<file path="src/rtl/clk_div_pkg.sv">
// clk_div_pkg: state encoding and default parameters shared by the clock divider files
package clk_div_pkg;
  localparam int DIV_W_DEF = 8;
  localparam int DIV_RST_DEF = 2;
  typedef enum logic [1:0] {IDLE, RUN, DRAIN} state_t;
endpackage

</file>
<file path="src/rtl/clk_div_byp_gate.sv">
// clk_div_byp_gate: glitch-free clock gate, enable retimed on the falling source edge
module clk_div_byp_gate
  import clk_div_pkg::*;
(
  input  logic clk_in,
  input  logic rst_n,
  input  logic en,
  output logic clk_out
);
  logic byp_en_d, byp_en_q;
  // the gate enable follows the request
  always_comb byp_en_d = en;
  // enable only moves while clk_in is low, so the AND never chops a high phase
  always_ff @(negedge clk_in or negedge rst_n)
    if (!rst_n) byp_en_q <= 1'b0;
    else byp_en_q <= byp_en_d;
  assign clk_out = clk_in & byp_en_q;
endmodule

</file>
<file path="src/rtl/clk_div_glitchfree.sv">
// clk_div_glitchfree: runtime-programmable integer clock divider, ratio changes only at period boundaries
// Optional macro CLK_DIV_ODD_DUTY50_EN adds a falling-edge copy of the divided clock for 50% duty on odd ratios.
module clk_div_glitchfree
  import clk_div_pkg::*;
#(
  parameter int DIV_W = DIV_W_DEF,
  parameter int DIV_RST = DIV_RST_DEF
) (
  input  logic             clk_in,
  input  logic             rst_n,
  input  logic             en,
  input  logic [DIV_W-1:0] div_val,
  input  logic             div_req,
  output logic             div_rdy,
  output logic             div_ack,
  output logic [DIV_W-1:0] cur_div,
  output logic             running,
  output logic             clk_out
);
  localparam logic [DIV_W-1:0] ONE = DIV_W'(1);
  localparam logic [DIV_W-1:0] TWO = DIV_W'(2);
  state_t state_d, state_q;
  logic [DIV_W-1:0] cnt_d, cnt_q, cur_div_d, cur_div_q, pend_div_d, pend_div_q, div_nx, half;
  logic div_rdy_d, div_rdy_q, div_ack_d, div_ack_q, clk_pos_d, clk_pos_q;
  logic boundary, apply, run_nx, long_nx, idle, byp_clk;
  // handshake, boundary detection and next-period bookkeeping
  always_comb begin
    idle = state_q == IDLE;
    boundary = idle || cur_div_q < TWO || cnt_q == cur_div_q - ONE;
    apply = !div_rdy_q && boundary;
    div_nx = apply ? pend_div_q : cur_div_q;
    half = cur_div_q >> 1;
    run_nx = en && div_nx != '0;
    long_nx = div_nx >= TWO;
    pend_div_d = div_req && div_rdy_q ? div_val : pend_div_q;
    div_rdy_d = div_rdy_q ? !div_req : boundary;
    div_ack_d = apply;
    cur_div_d = div_nx;
    state_d = boundary ? (run_nx ? RUN : IDLE) : (en ? RUN : DRAIN);
    cnt_d = !boundary ? cnt_q + ONE : (idle && run_nx && long_nx) ? div_nx - ONE : '0;
    clk_pos_d = !boundary ? cnt_d < half : !idle && run_nx && long_nx;
  end
  // all divider state advances on the rising source edge
  always_ff @(posedge clk_in or negedge rst_n)
    if (!rst_n) begin
      state_q <= IDLE;
      cnt_q <= '0;
      cur_div_q <= DIV_W'(DIV_RST);
      pend_div_q <= '0;
      div_rdy_q <= 1'b1;
      div_ack_q <= 1'b0;
      clk_pos_q <= 1'b0;
    end else begin
      state_q <= state_d;
      cnt_q <= cnt_d;
      cur_div_q <= cur_div_d;
      pend_div_q <= pend_div_d;
      div_rdy_q <= div_rdy_d;
      div_ack_q <= div_ack_d;
      clk_pos_q <= clk_pos_d;
    end
  clk_div_byp_gate u_byp (
    .clk_in (clk_in),
    .rst_n  (rst_n),
    .en     (running && cur_div_q == ONE),
    .clk_out(byp_clk)
  );
  assign div_rdy = div_rdy_q;
  assign div_ack = div_ack_q;
  assign cur_div = cur_div_q;
  assign running = state_q != IDLE;
`ifdef CLK_DIV_ODD_DUTY50_EN
  logic clk_neg_d, clk_neg_q;
  // only odd ratios get the half-cycle stretch; clk_pos is never high for ratio 0 or 1
  always_comb clk_neg_d = clk_pos_q && cur_div_q[0];
  // half-period delayed copy of clk_pos widens odd-ratio high time by half a source period
  always_ff @(negedge clk_in or negedge rst_n)
    if (!rst_n) clk_neg_q <= 1'b0;
    else clk_neg_q <= clk_neg_d;
  assign clk_out = clk_pos_q | clk_neg_q | byp_clk;
`else
  assign clk_out = clk_pos_q | byp_clk;
`endif
endmodule

</file>
<file path="config.mk">
export PLATFORM = sky130hd
export DESIGN_NAME = clk_div_glitchfree
export DESIGN_NICKNAME = d
export VERILOG_FILES = /design/src/rtl/clk_div_pkg.sv /design/src/rtl/clk_div_byp_gate.sv /design/src/rtl/clk_div_glitchfree.sv
export SDC_FILE = /design/constraint.sdc
export NUM_CORES = 1
export LEC_CHECK = 0
export CELL_PAD_IN_SITES_DETAIL_PLACEMENT = 0
export CELL_PAD_IN_SITES_GLOBAL_PLACEMENT = 1
export CORE_MARGIN = 5
export CORE_UTILIZATION = 39
export DETAILED_ROUTE_END_ITERATION = 6
export PLACE_DENSITY = 0.73
export RECOVER_POWER = 100
export SETUP_SLACK_MARGIN = 0.05
export SLEW_MARGIN = 20
export SYNTH_ARGS = -nofsm -noshare
export SYNTH_HDL_FRONTEND = slang
export SYNTH_HIERARCHICAL = 1
export SYNTH_SLANG_ARGS = --single-unit
</file>
<file path="constraint.sdc">
create_clock -name clk_in -period 4.1 [get_ports clk_in]
set_input_delay 0.82 -clock clk_in [delete_from_list [all_inputs] [get_ports clk_in]]
set_output_delay 0.82 -clock clk_in [all_outputs]
set_load 0.01 [all_outputs]
</file>
==> summary.md <==
| Metric | Value |
|---|---|
| Number of hold violations in the final report | `0` |
| DIE WIDTH | `~82 µm` |
| Worst path required time | `4.37 ns` |
| # setup viols final | `1` |
| GRT Resource Usage Total | `between 10% and 20%` |
| Tmin final | `~4.3 ns` |
| Fraction of layout cells with a size suffix above 1 | `a little under a third` |
| CTS tree | `yes` |
| Status | `finished with violations` |
| Die area | `about 6700 µm²` |
| # fillers | `just under 500` |
| Gate Count Post-Synth | `211` |
| Syn_nets | `~230` |
| Initial Util | `slightly below 40%` |
| Launching point of the worst reg2reg path | `cur_div[1]` |
| Mapped Area | `about 2000 µm²` |
| Leading cell type in the layout, fill and taps excluded | `buf_4` |
| Worst Reg2Reg Path Length in Cells | `21` |
| DP Area | `2576 µm²` |
| 1st-iter DRT viols | `74` |
| Drc violations | `0` |
| RSZ-0062 raised after global routing | `true` |
| Hpwl dp | `approximately 4100 µm` |
| YS warnings | `6` |
| Ys async rst share | `100.0%` |
| Fin cells | `348` |
| Avg Inst Size Synth | `9.464 µm²` |
| # hold bufs at CTS | `0` |
| Worst Setup EP | `clk_pos_q` |
| Critical path type | `reg -> reg` |
| Core area | `between 5000 and 6000 µm²` |
| Largest fanout on the critical path | `8` |
| Violated checks | `capacitance limit, slew limit, setup timing` |
| Worst clock skew | `around 0.026 ns` |
| Clock-pin slew on the worst setup and hold paths | `about 0.070 ns` |
| Row count | `26` |
| Predominant post-synthesis flop cell | `dfrtp_1` |
| Pwr/cell area | `just over 800 nW/µm²` |
| Pins Over Slew Limit | `30` |
| RePlAce Congestion | `0.8734` |
| Max-Cap Viols | `1` |
| Post-Place Setup Slack | `-0.2537 ns` |
| Hold Crit Class | `reg -> reg` |
| Placed cells | `between 300 and 400` |
| Avg WL per Cell | `roughly 16 µm` |
| Chip height | `between 80 and 90 µm` |
| Final WS setup | `-0.1769 ns` |
| CP startpoint | `cur_div[1]` |
| Io pins | `24` |
| R2r setup slk | `-0.18 ns` |
| Port Buffers | `23` |
| Tcrit/Tclk final | `104.3%` |
| Largest net degree at the start of global routing | `30` |
| First-pass DRT Iterations | `4` |
| P_leak | `1.253 nW` |
| Clk Latency, worst-skew pair | `slightly above 0.4 ns` |
| Final Instance Area | `around 2800 µm²` |
| Reg-to-Reg End | `clk_pos_q` |
| First-pass GRT wire length | `roughly 9200 µm` |
| CP arrival | `4.55 ns` |
| Vias in the first global route | `1,835` |
| Fmax | `between 0.2 and 0.25 GHz` |
| Register bit total from synthesis | `30` |
| Final WL | `about 5600 µm` |
| Total Nets Final | `300` |
| Vias per inst | `about 5.2` |
| DR vias | `approximately 1,800` |
| Final ANT Viol Nets | `0` |
| CP Capture Type | `flip-flop` |
| Synth-to-Final Area Change | `41.98%` |
| Sequential fraction of the synthesis area | `approximately 38%` |
| Rel. slew slack | `-6.180%` |
| ANT cells | `0` |
| Grt ovf | `0` |
| Least-Margin Pin Slew | `between 1.5 and 2 ns` |
| Antenna violations before repair | `0` |
| Maximum vdd ir drop | `367.6 µV` |
| Number of flops mapped to enable cells by yosys | `0` |
| CP Launch Type | `flip-flop` |
| Most frequent cells in the layout | `buf_4 (41), dfrtp_1 (26), nand2_1 (16), clkdlybuf4s50_1 (16), xnor2_1 (15)` |
| Netlist cell types | `48` |
==> sequential cells by signal, summed over array words and instances (netlist names) <==
signal,cells
cur_div,8
cnt_q,8
div_rdy,1
state_q,2
clk_pos_q,1
div_ack,1
pend_div_q,8
u_byp/byp_en_q,1
==> worst min-delay path by stage <==
stage                        startpoint  slack [ns]  depth (start not counted)             to
final                     pend_div_q[5]        0.54                          2     cur_div[5]
after global routing      pend_div_q[5]        0.62                          1  pend_div_q[5]
after CTS                 pend_div_q[5]        0.55                          2     cur_div[5]
after detailed placement  pend_div_q[5]        0.54                          2     cur_div[5]
after global placement    pend_div_q[5]        0.53                          2     cur_div[5]
after floorplan           pend_div_q[2]        0.49                          2     cur_div[2]
==> synthesized netlist by cell type (5+ instances only) <==
| cell type | count | area [µm²] |
|---|---|---|
| nor2_1 | 12 | 45.04 |
| mux2_2 | 10 | 112.6 |
| dfrtp_1 | 27 | 675.7 |
| o32ai_1 | 5 | 43.79 |
| nand2_1 | 16 | 60.06 |
| inv_1 | 14 | 52.55 |
| xor2_1 | 8 | 70.07 |
| o21ai_0 | 12 | 60.06 |
| buf_2 | 5 | 25.02 |
| a21oi_1 | 8 | 40.04 |
| nand3_1 | 9 | 45.04 |
| ha_1 | 11 | 137.6 |
| xnor2_1 | 15 | 131.4 |
| nor3_1 | 5 | 25.02 |
==> cell families after synthesis <==
group	share of synthesized area [%]
and+or+nand+nor	18.17
AOI/OAI and AO/OA	15.29
DFF	37.72
xor gates and xnor gates	10.09
buffers and inverters	5.201
muxes	6.642
adders and majority gates	6.892
==> through the flow <==
step / power (W) / hold slack (ns) / util (%) / setup TNS [ns]
after floorplan: 0.001365 / 0.4882 / - / 0
after global placement: 0.001871 / 0.5308 / 51.09 / -0.2155
after detailed placement: 0.001876 / 0.5364 / 51.09 / -0.2537
after CTS: 0.002284 / 0.5542 / 55.11 / -0.1238
after global routing: 0.002531 / 0.6182 / 56.23 / -0.3889
final: 0.002331 / 0.5448 / 56.23 / -0.1769
==> power by group <==
group	switching (W)	total, W	internal, W
Combinational	0.000647	0.00136	0.000714
Clock	0.000135	0.000348	0.000213
Sequential	0.000187	0.000622	0.000435
==> metal layers <==
| metal | vias to the layer above | global-route usage, % | part of all wire (%) |
|---|---|---|---|
| li1 | 889 | - | - |
| met1 | 866 | 24.76 | 45 |
| met2 | 43 | 29.72 | 48 |
| met3 | 13 | 6.360 | 5.1 |
| met4 | 0 | 6.419 | 2.1 |
| met5 | - | 0 | 0 |
==> layout make-up <==
class | instances | area, µm² | share of cell area (%)
clock inverters | 1 | 5.005 | 0.1765
multi-input cells | 158 | 1262 | 44.53
flip-flops and latches | 30 | 754.5 | 26.61
well taps | 70 | 87.58 | 3.089
repair buffers | 64 | 531.8 | 18.76
clock buffers | 11 | 138.9 | 4.898
inverters | 14 | 55.05 | 1.942
==> critical path, cell delays in order, from the launching register on <==
cell and delay, ns:
dfstp_2 0.55, inv_2 0.05, ha_4 0.16, o21ba_1 0.16, a221o_1 0.37, and2_4 0.16, o41ai_4 0.35, and2_4 0.20
mux2_4 0.31, inv_4 0.07, ha_4 0.13, nor2_2 0.03, o2111a_1 0.14, o32a_4 0.43, o31ai_4 0.31, ha_4 0.17
nand3b_1 0.13, a21oi_2 0.06, o21ai_1 0.12, nand4_1 0.09, nand3_1 0.09, o22ai_1 0.07
==> repair_timing <==
item	4_1_cts	5_1_grt
setup buffers	1	7
gates resized for setup	14	3
pin swaps	4	15
setup endpoints to repair	3	3
No activity file was read; power rests on OpenSTA's default activity.
